### src/rtl/div_unit_if.sv
// div_unit_if: handshake and data bundle between the execute stage and the
// iterative divider.
//   a, b        : dividend / divisor after E-stage forwarding
//   signed_div  : 1 = DIV, 0 = DIVU
//   start       : divide instruction sits in E (held while it stays there)
//   annul       : exception flush of E, aborts the operation
//   result      : {remainder, quotient} for HI/LO
//   ready       : result valid this cycle
//   stall_div   : stall request to the hazard unit (stall_divE)
// master = pipeline side, slave = divider side.
interface div_unit_if;
    logic [31:0] a;
    logic [31:0] b;
    logic        signed_div;
    logic        start;
    logic        annul;
    logic [63:0] result;
    logic        ready;
    logic        stall_div;

    modport master (
        output a, b, signed_div, start, annul,
        input  result, ready, stall_div
    );

    modport slave (
        input  a, b, signed_div, start, annul,
        output result, ready, stall_div
    );
endinterface

### src/rtl/div_unit.sv
// div_unit: iterative 32-bit restoring divider for DIV/DIVU in the E stage.
// One quotient bit per cycle; 33 stall cycles per divide including the
// entry cycle, with the result presented for one cycle in DONE.
//   clk  : rising-edge clock
//   rst  : asynchronous active-high reset
//   bus  : div_unit_if.slave (operands, start/annul, result/ready/stall_div)
// Optional macro DIV_ZERO_FAST_EN: a zero divisor skips the iteration and
// returns {a, 32'hFFFFFFFF} after a single stall cycle.
//
// state | meaning
// IDLE  | waiting for a divide in E; loads operands on start
// BUSY  | one restoring step per cycle, 32 steps
// DONE  | result valid, ready high; always returns to IDLE
module div_unit (
    input  logic     clk,
    input  logic     rst,
    div_unit_if.slave bus
);
    typedef enum logic [1:0] {IDLE, BUSY, DONE} divState_t;

    divState_t   state;
    divState_t   nextState;

    // [64:32] partial remainder, [31:0] dividend shifting out / quotient in
    logic [64:0] remQuo;
    logic [31:0] divisor;
    logic [5:0]  stepCount;
    logic        quoNeg;
    logic        remNeg;
    logic [63:0] resultReg;

    logic [31:0] absA;
    logic [31:0] absB;
    logic [64:0] shifted;
    logic [33:0] trialDiff;
    logic [64:0] nextRemQuo;
    logic [31:0] fixedQuo;
    logic [31:0] fixedRem;
    logic        lastStep;
    logic        loadOp;
    logic        stallDiv;

    // Datapath for the current step; magnitudes wrap at 32 bits, which makes
    // 0x80000000 / -1 come out right without special casing.
    always_comb begin
        absA       = (bus.signed_div && bus.a[31]) ? (~bus.a + 32'd1) : bus.a;
        absB       = (bus.signed_div && bus.b[31]) ? (~bus.b + 32'd1) : bus.b;
        shifted    = remQuo << 1;
        trialDiff  = {1'b0, shifted[64:32]} - {2'b00, divisor};
        nextRemQuo = trialDiff[33] ? shifted
                                   : {trialDiff[32:0], shifted[31:1], 1'b1};
        fixedQuo   = quoNeg ? (~nextRemQuo[31:0] + 32'd1) : nextRemQuo[31:0];
        fixedRem   = remNeg ? (~nextRemQuo[63:32] + 32'd1) : nextRemQuo[63:32];
        lastStep   = (stepCount == 6'd31);
        loadOp     = (state == IDLE) && bus.start && !bus.annul;
    end

    always_ff @(posedge clk or posedge rst) begin
        if (rst) begin
            state <= IDLE;
        end else begin
            state <= nextState;
        end
    end

    always_comb begin
        nextState = state;
        stallDiv  = 1'b0;
        case (state)
            IDLE: begin
                if (bus.start) begin
                    stallDiv = 1'b1;
`ifdef DIV_ZERO_FAST_EN
                    nextState = (bus.b == 32'd0) ? DONE : BUSY;
`else
                    nextState = BUSY;
`endif
                end
            end
            BUSY: begin
                stallDiv = 1'b1;
                if (lastStep) begin
                    nextState = DONE;
                end
            end
            DONE: begin
                nextState = IDLE;
            end
            default: begin
                nextState = IDLE;
            end
        endcase
        if (bus.annul) begin
            nextState = IDLE;
            stallDiv  = 1'b0;
        end
    end

    always_ff @(posedge clk or posedge rst) begin
        if (rst) begin
            remQuo    <= '0;
            divisor   <= '0;
            stepCount <= '0;
            quoNeg    <= 1'b0;
            remNeg    <= 1'b0;
            resultReg <= '0;
        end else if (loadOp) begin
            remQuo    <= {33'd0, absA};
            divisor   <= absB;
            stepCount <= '0;
            quoNeg    <= bus.signed_div & (bus.a[31] ^ bus.b[31]);
            remNeg    <= bus.signed_div & bus.a[31];
`ifdef DIV_ZERO_FAST_EN
            if (bus.b == 32'd0) begin
                resultReg <= {bus.a, 32'hFFFF_FFFF};
            end
`endif
        end else if ((state == BUSY) && !bus.annul) begin
            remQuo    <= nextRemQuo;
            stepCount <= stepCount + 6'd1;
            if (lastStep) begin
                resultReg <= {fixedRem, fixedQuo};
            end
        end
    end

    assign bus.result    = resultReg;
    assign bus.ready     = (state == DONE);
    assign bus.stall_div = stallDiv;
endmodule

### src/flat_wrapper.sv
// flat-port wrapper written by rule: the top's interface ports become plain ports
module div_unit_flat 
  (clk, rst, bus_a, bus_b, bus_signed_div, bus_start, bus_annul, bus_result, bus_ready, bus_stall_div);
  div_unit_if bus_i ();
  input  logic clk;
  input  logic rst;
  input wire logic [$bits(bus_i.a)-1:0] bus_a;
  input wire logic [$bits(bus_i.b)-1:0] bus_b;
  input wire logic [$bits(bus_i.signed_div)-1:0] bus_signed_div;
  input wire logic [$bits(bus_i.start)-1:0] bus_start;
  input wire logic [$bits(bus_i.annul)-1:0] bus_annul;
  output wire logic [$bits(bus_i.result)-1:0] bus_result;
  output wire logic [$bits(bus_i.ready)-1:0] bus_ready;
  output wire logic [$bits(bus_i.stall_div)-1:0] bus_stall_div;
  assign bus_i.a = bus_a;
  assign bus_i.b = bus_b;
  assign bus_i.signed_div = bus_signed_div;
  assign bus_i.start = bus_start;
  assign bus_i.annul = bus_annul;
  assign bus_result = bus_i.result;
  assign bus_ready = bus_i.ready;
  assign bus_stall_div = bus_i.stall_div;
  div_unit u_core (.clk(clk), .rst(rst), .bus(bus_i));
endmodule
### config.mk
export PLATFORM = sky130hd
export DESIGN_NAME = div_unit_flat
export DESIGN_NICKNAME = d
export VERILOG_FILES = /design/src/rtl/div_unit_if.sv /design/src/rtl/div_unit.sv /design/src/flat_wrapper.sv
export SDC_FILE = /design/constraint.sdc
export NUM_CORES = 1
export LEC_CHECK = 0
export ABC_CLOCK_PERIOD_IN_PS = 8610
export CELL_PAD_IN_SITES_DETAIL_PLACEMENT = 0
export CELL_PAD_IN_SITES_GLOBAL_PLACEMENT = 1
export CORE_ASPECT_RATIO = 2
export CORE_MARGIN = 2
export CORE_UTILIZATION = 43
export DETAILED_ROUTE_END_ITERATION = 8
export PLACE_DENSITY_LB_ADDON = 0.1
export SETUP_SLACK_MARGIN = 0.3
export SLEW_MARGIN = 20
export SYNTH_ARGS = -nofsm -noshare
export SYNTH_HDL_FRONTEND = slang
export SYNTH_SLANG_ARGS = --single-unit
### constraint.sdc
create_clock -name clk -period 8.61 [get_ports clk]
set_input_delay 2.1525 -clock clk [delete_from_list [all_inputs] [get_ports clk]]
set_output_delay 2.1525 -clock clk [all_outputs]
set_load 0.03 [all_outputs]
==> summary.txt, run 1 <==
Pwr
  – Power Dens Cells: 351.7 mW/mm^2
  – Power Total: roughly 5 mW
  – Leak Pwr: 5.885 nW
  – Peak supply drop: between 200 and 250 uV

Global route
  – Grt ovf: 0
  – Global-route wire length before repair: 61060 um
  – Initial antenna violation count: 0
  – Vias in the first global route: ~11k
  – Gr usage total: 27.86%
  – Largest net degree at the start of global routing: around 110

Route
  – Residual DRC: 0
  – WL final: about 40000 um
  – Via count: 11.08k
  – WL/cell: between 20 and 25 um
  – DR iter-0 viols: about 540
  – Drt pass-1 iters: 5
  – ANT nets after route: 0
  – DR vias/cell: 5.783

Floorplanning
  – IO Pins: about 140
  – Core box area: roughly 0.027 mm^2
  – Starting Density: 43.52%
  – DIE HEIGHT: between 200 and 250 um
  – Std cell rows: 86
  – Die span in x: approximately 120 um
  – Die area: just under 0.03 mm^2

Placed design
  – Port bufs: 134
  – Pre-CTS WS: between 2 and 2.5 ns
  – GPL Wtd Cong: roughly 0.94
  – HPWL Detailed: between 30000 and 40000 um
  – Post-DP Area: 0.01351 mm^2
  – Placed insts: between 1.5k and 2k

Synthesis
  – Syn nets: about 1.6k
  – Seq/Total Area, Yosys: a little over a third
  – Mapped Cells: ~1.5k
  – Main synth FF type: dfrtp_1
  – Synthesis Warnings: 0
  – Synthesized area per cell: around 8 um^2
  – Number of synthesized flops with an enable pin: 0
  – Flop and latch count out of synthesis: between 150 and 200
  – Post-synth design cell area: between 0.01 and 0.015 mm^2
  – Ys async rst share: between 90% and 100%
  – Post-synth cell types: 74

Final layout
  – Layout cells sized above 1: 4.604%
  – Commonest non-fill, non-tap cell in the layout: nand2_1
  – Finished Cell Area: 0.01412 mm^2
  – Fin nets: between 1.5k and 2k
  – Layout area overhead: 18.25%
  – Final Non-Filler Cells: roughly 1.9k
  – Fill count: approximately 2.8k
  – Utilization after layout: ~51%
  – # diodes: 0
  – Most used cells in the layout excluding fill and tap cells: nand2_1 (235), o21ai_0 (178), dfrtp_1 (170)

STA
  – Max-slew violation count: 0
  – Crit share post-route: between 70% and 80%
  – Setup Skew: 0.01066 ns
  – Final worst slack: ~2.4 ns
  – Setup TNS: 0 ns
  – Setup Viol. Count Final: 0
  – Slew @ Worst Pin: 1.044 ns
  – Slew headroom: a little under a third
  – Tmin final: between 6 and 7 ns
  – Hold Fails Final Rpt: 0
  – RSZ-0062 raised after global routing: no
  – Max Clock Freq: ~160 MHz
  – Hold slack: about 0.48 ns

Setup path
  – CP endpoint kind: output port
  – Critical path type: input port to output port
  – Crit-path slowest cell: clkdlybuf4s50_1
  – Crit path required time: ~6.5 ns
  – Cell breakdown of the critical path: clkdlybuf4s50_1, nor4b_2, buf_4, nor2_4, inv_1, clkdlybuf4s50_1
  – Delay-heaviest family, CP: buffers and inverters
  – Most frequent cell on the critical path: clkdlybuf4s50_1
  – Worst Path Max Fanout: 16
  – Worst EP arrival: between 4 and 5 ns
  – Setup crit start kind: input port
  – CP peak stage delay: roughly 0.71 ns
  – Worst Path Buf+Inv: 4

CTS
  – Worst skew pair latency: between 0.4 and 0.5 ns
  – Total CTS buffers: 17
  – CTS H-tree lvls: 4
  – Post-CTS Setup Repair Bufs: 0
  – Worst-path clk slew: roughly 0.070 ns
  – Hold-fix buffers at CTS: 0
  – Root buf cell: clkbuf_16
  – Clock sinks: 170
  – Clk buf depth: 2
  – CTS resizes: 0
  – CTS tree: yes

Run status
  – Status: finished, final reports clean

Min path
  – Hold WC Path Type: flip-flop to flip-flop

Flow run
  – Total of max-cap violations: 0
## layer usage
| layer | vias to the layer above | routed length (um) | GRT usage (%) |
|---|---|---|---|
| li1 | 5405 | - | - |
| met1 | 5303 | 12600 | 25.46 |
| met2 | 252 | 22660 | 54.22 |
| met3 | 121 | 1009 | 3.619 |
| met4 | 0 | 3084 | 20.03 |
| met5 | - | 0 | 0 |
## synth_stat cells, drive strengths merged (14+ instances only)
library cell | instances | area (um^2)
or3 | 14 | 87.58
ha | 37 | 462.9
o31ai | 27 | 216.5
nand2 | 237 | 897.1
clkbuf | 52 | 195.2
o211ai | 14 | 105.1
nand4 | 21 | 131.4
o21ai | 204 | 1021
a21oi | 77 | 392.9
nor3 | 29 | 145.1
a31oi | 21 | 131.4
a22oi | 17 | 127.6
mux2i | 20 | 200.2
inv | 60 | 225.2
or4 | 14 | 105.1
nor2 | 100 | 375.4
buf | 24 | 123.9
dfrtp | 170 | 4254
xnor2 | 63 | 551.8
nor4 | 15 | 106.4
xor2 | 76 | 665.6
## power breakdown
part           internal, mW  switching [mW]  leakage, nW  total, mW
combinational          1.03            1.98         3.34       3.00
sequential            0.937           0.219         2.24       1.16
clock                 0.451           0.358        0.300      0.809
total                  2.41            2.55         5.89       4.97
## flip-flops by register name (all words and copies together) (netlist names)
register / cells
u_core.bus.result: 64
u_core.remQuo: 64
u_core.divisor: 32
u_core.stepCount: 6
u_core.state: 2
u_core.quoNeg: 1
u_core.remNeg: 1
## worst register-to-register path, stage by stage, from the launching register on
cell and delay, ns:
dfrtp_1 0.46, ha_1 0.42, a21oi_2 0.27, o21ai_1 0.13, a22o_1 0.30, o31ai_4 0.50, nand2_4 0.44, o21ai_0 0.51
ha_1 0.30, nor3b_1 0.24, nand4_1 0.12, o31a_1 0.20, or3b_1 0.54, nor4b_4 0.34, nor3_1 0.08, or3_1 0.35
## layout make-up
cell class	count	area, um^2	area share [%]
clock buffers	19	452.9	3.208
inverters	60	230.2	1.630
repair buffers	145	1424	10.08
multi-input cells	1157	7164	50.74
flip-flops and latches	170	4254	30.13
well taps	352	440.4	3.119
clock inverters	13	155.1	1.099
## worst paths after layout
| check | start | to | slack (ns) | depth (start not counted) |
|---|---|---|---|---|
| min in group asynchronous | rst | u_core.bus.result[17]$_DFFE_PP0P_ | 2.23 | 2 |
| worst min register to register | u_core.bus.result[57]$_DFFE_PP0P_ | u_core.bus.result[57]$_DFFE_PP0P_ | 0.48 | 2 |
| worst max register to register | u_core.remQuo[37]$_DFFE_PP0P_ | u_core.bus.result[62]$_DFFE_PP0P_ | 3.30 | 15 |
| max in group asynchronous | rst | u_core.divisor[29]$_DFFE_PP0P_ | 4.83 | 3 |
| worst max-delay path | bus_annul | bus_stall_div | 2.38 | 6 |
| worst min-delay path | u_core.bus.result[57]$_DFFE_PP0P_ | u_core.bus.result[57]$_DFFE_PP0P_ | 0.48 | 2 |
## kinds of logic after synthesis
group                    count (synthesis)  synth area share (%)
AND/OR/NAND/NOR                        503                 19.68
adder cells (fa/ha/maj)                 38                 4.044
buffers and inverters                  136                 4.558
AO/OA/AOI/OAI                          455                 24.04
XOR/XNOR                               139                 10.19
multiplexers                            22                 1.865
flip-flops                             170                 35.62
Note: power is estimated with default switching activity, not from simulation.
==> inputs of run 2 (changes only) <==
--- a/config.mk
+++ b/config.mk
@@ -5,12 +5,12 @@
 export SDC_FILE = /design/constraint.sdc
 export NUM_CORES = 1
 export LEC_CHECK = 0
-export ABC_CLOCK_PERIOD_IN_PS = 8610
+export ABC_CLOCK_PERIOD_IN_PS = 5430
 export CELL_PAD_IN_SITES_DETAIL_PLACEMENT = 0
 export CELL_PAD_IN_SITES_GLOBAL_PLACEMENT = 1
 export CORE_ASPECT_RATIO = 2
 export CORE_MARGIN = 2
-export CORE_UTILIZATION = 43
+export CORE_UTILIZATION = 39
 export DETAILED_ROUTE_END_ITERATION = 8
 export PLACE_DENSITY_LB_ADDON = 0.1
 export SETUP_SLACK_MARGIN = 0.3
==> constraint.sdc (replaced) <==
create_clock -name clk -period 5.43 [get_ports clk]
set_input_delay 1.3575 -clock clk [delete_from_list [all_inputs] [get_ports clk]]
set_output_delay 1.3575 -clock clk [all_outputs]
set_load 0.03 [all_outputs]
==> run 2 against run 1 <==
Compared with the run above: non-clock buffer count increased by 13; wire length rose by 4.5%; sequential share of layout area down 0.26 points; critical path depth rose by 10; sequential power rose by 58%; worst hold slack about the same; clock-buffer cell count grew 1; critical endpoint is now u_core.bus.result[63]$_DFFE_PP0P_; clock power is 56% higher; clock skew is 0.0044 ns higher; cell area is 0.89% higher; largest cell class unchanged; flip-flop and latch count did not move; critical path type is now flip-flop to flip-flop; global-route usage fell by 1.9 points.
==> summary.txt, run 2 (same netlist as run 1, synthesis figures left out) <==
Pwr
  – Peak supply drop: 286.5 uV
  – Sw frac: a little over 50%
  – Power Total: roughly 8.0 mW
  – Power Dens Cells: roughly 560 mW/mm^2
  – Sequential Power Share: between 20% and 30%
  – Clock group share of total power: between 10% and 20%
  – Combinational group share of total power: 61.4%
  – Leak Pwr: a little under 6 nW
  – Sw Pwr: 4.138 mW
  – P_int: around 3.9 mW

Global route
  – Vias in the first global route: 11.27k
  – Global-route wire length before repair: ~63000 um
  – Gr usage total: a little over a quarter
  – Initial antenna violation count: 0
  – Grt ovf: 0
  – Largest net degree at the start of global routing: 90

Route
  – Drt pass-1 iters: 5
  – DR vias/cell: roughly 5.7
  – Residual DRC: 0
  – ANT nets after route: 0
  – DR iter-0 viols: 496
  – WL final: ~40000 um
  – Via count: 11.19k
  – WL/cell: 21.13 um

Placed design
  – HPWL Detailed: around 33000 um
  – Port bufs: between 100 and 150
  – GPL Wtd Cong: ~0.96
  – Post-DP Area: 0.01365 mm^2

Final layout
  – Most used cells in the layout excluding fill and tap cells: nand2_1 (234), o21ai_0 (178), dfrtp_1 (170)
  – Layout area overhead: 19.30%
  – Fin nets: 1671
  – Utilization after layout: a little under half
  – Finished Cell Area: 0.01425 mm^2
  – Layout cells sized above 1: around 5.5%
  – Commonest non-fill, non-tap cell in the layout: nand2_1
  – Fill count: slightly above 3k

CTS
  – Clk buf depth: 2
  – CTS resizes: 0
  – CTS tree: yes
  – Total CTS buffers: 17
  – Clock sinks: 170
  – Root buf cell: clkbuf_16
  – Post-CTS Setup Repair Bufs: 0
  – Hold-fix buffers at CTS: 0
  – Worst-path clk slew: roughly 0.080 ns
  – Worst skew pair latency: ~0.45 ns
  – CTS H-tree lvls: 4

Flow run
  – Total of max-cap violations: 0

STA
  – Max-slew violation count: 0
  – RSZ-0062 raised after global routing: no
  – Setup Viol. Count Final: 0
  – Slew headroom: between 20 and 30%
  – Slew @ Worst Pin: ~1.1 ns
  – Hold slack: 0.4782 ns
  – Crit share post-route: between 80% and 90%
  – Max Clock Freq: between 200 and 250 MHz
  – Hold Fails Final Rpt: 0
  – Setup Skew: between 0.015 and 0.02 ns
  – Setup TNS: 0 ns
  – Tmin final: approximately 4.7 ns

Setup path
  – Worst Path Max Fanout: 5
  – CP endpoint kind: flip-flop
  – Crit path required time: 5.77 ns
  – Worst EP arrival: around 5.0 ns
  – Critical path type: flip-flop to flip-flop
  – Setup crit start kind: flip-flop

Floorplanning
  – Std cell rows: 90
  – Die span in x: 127.7 um
  – DIE HEIGHT: between 200 and 300 um
  – IO Pins: roughly 140
  – Starting Density: about two fifths
  – Core box area: roughly 0.03 mm^2
  – Die area: 0.03212 mm^2

Min path
  – Hold WC Path Type: flip-flop to flip-flop

Run status
  – Status: finished, final reports clean
## run 2: stage by stage
stage | std cells | worst slack (ns)
6_report | 1946 | 0.7411
5_1_grt | 1945 | 0.4239
4_1_cts | 1945 | 0.6745
3_5_place_dp | 1913 | 0.6810
3_3_place_gp | 1913 | 0.6759
2_1_floorplan | 1463 | 0.6310
## run 2: worst paths after layout
check / from / endpoint / slack, ns / cells past startpoint
max in group asynchronous: rst / u_core.divisor[22]$_DFFE_PP0P_ / 3.03 / 3
setup reg to reg: u_core.remQuo[31]$_DFFE_PP0P_ / u_core.bus.result[63]$_DFFE_PP0P_ / 0.74 / 16
min in group asynchronous: rst / u_core.bus.result[63]$_DFFE_PP0P_ / 1.39 / 2
setup / recovery: u_core.remQuo[31]$_DFFE_PP0P_ / u_core.bus.result[63]$_DFFE_PP0P_ / 0.74 / 16
hold / removal: u_core.divisor[28]$_DFFE_PP0P_ / u_core.divisor[28]$_DFFE_PP0P_ / 0.48 / 2
hold reg to reg: u_core.divisor[28]$_DFFE_PP0P_ / u_core.divisor[28]$_DFFE_PP0P_ / 0.48 / 2
## run 2: power groups by stage
stage	Sequential, mW	Clock, mW	Combinational, mW
2_1_floorplan	1.69	0	3.42
3_3_place_gp	1.84	0	4.88
3_5_place_dp	1.85	0	4.90
4_1_cts	1.83	1.28	4.92
5_1_grt	1.86	1.33	5.34
6_report	1.83	1.26	4.91
## run 2: cell type report
class / instances / area (um^2) / area share (%)
multi-input combinational: 1157 / 7167 / 50.31
tap: 368 / 460.4 / 3.232
antenna: 1 / 2.502 / 0.01757
clock inverter: 12 / 132.6 / 0.9310
timing repair buffer: 158 / 1544 / 10.84
inverter: 60 / 229.0 / 1.607
clock buffer: 20 / 456.7 / 3.206
sequential: 170 / 4254 / 29.86
## run 2: critical path, stage by stage (launching register included)
cell       delay [ns]
dfrtp_1          0.43
inv_1            0.07
ha_1             0.16
inv_1            0.06
fa_1             0.42
a211oi_1         0.33
o211ai_1         0.19
a21oi_2          0.30
o31ai_1          0.28
a211o_1          0.39
a2111oi_0        0.66
buf_4            0.23
a31oi_1          0.11
buf_4            0.20
nor4_2           0.23
a211oi_1         0.11
or3_1            0.40
## run 2: routing by layer
layer | track usage [%] | vias up | part of all wire, %
met5 | 0 | - | 0
met4 | 16.08 | 0 | 6.7
met3 | 2.778 | 109 | 2.0
met2 | 53.38 | 266 | 59
met1 | 23.06 | 5376 | 32
li1 | - | 5435 | -
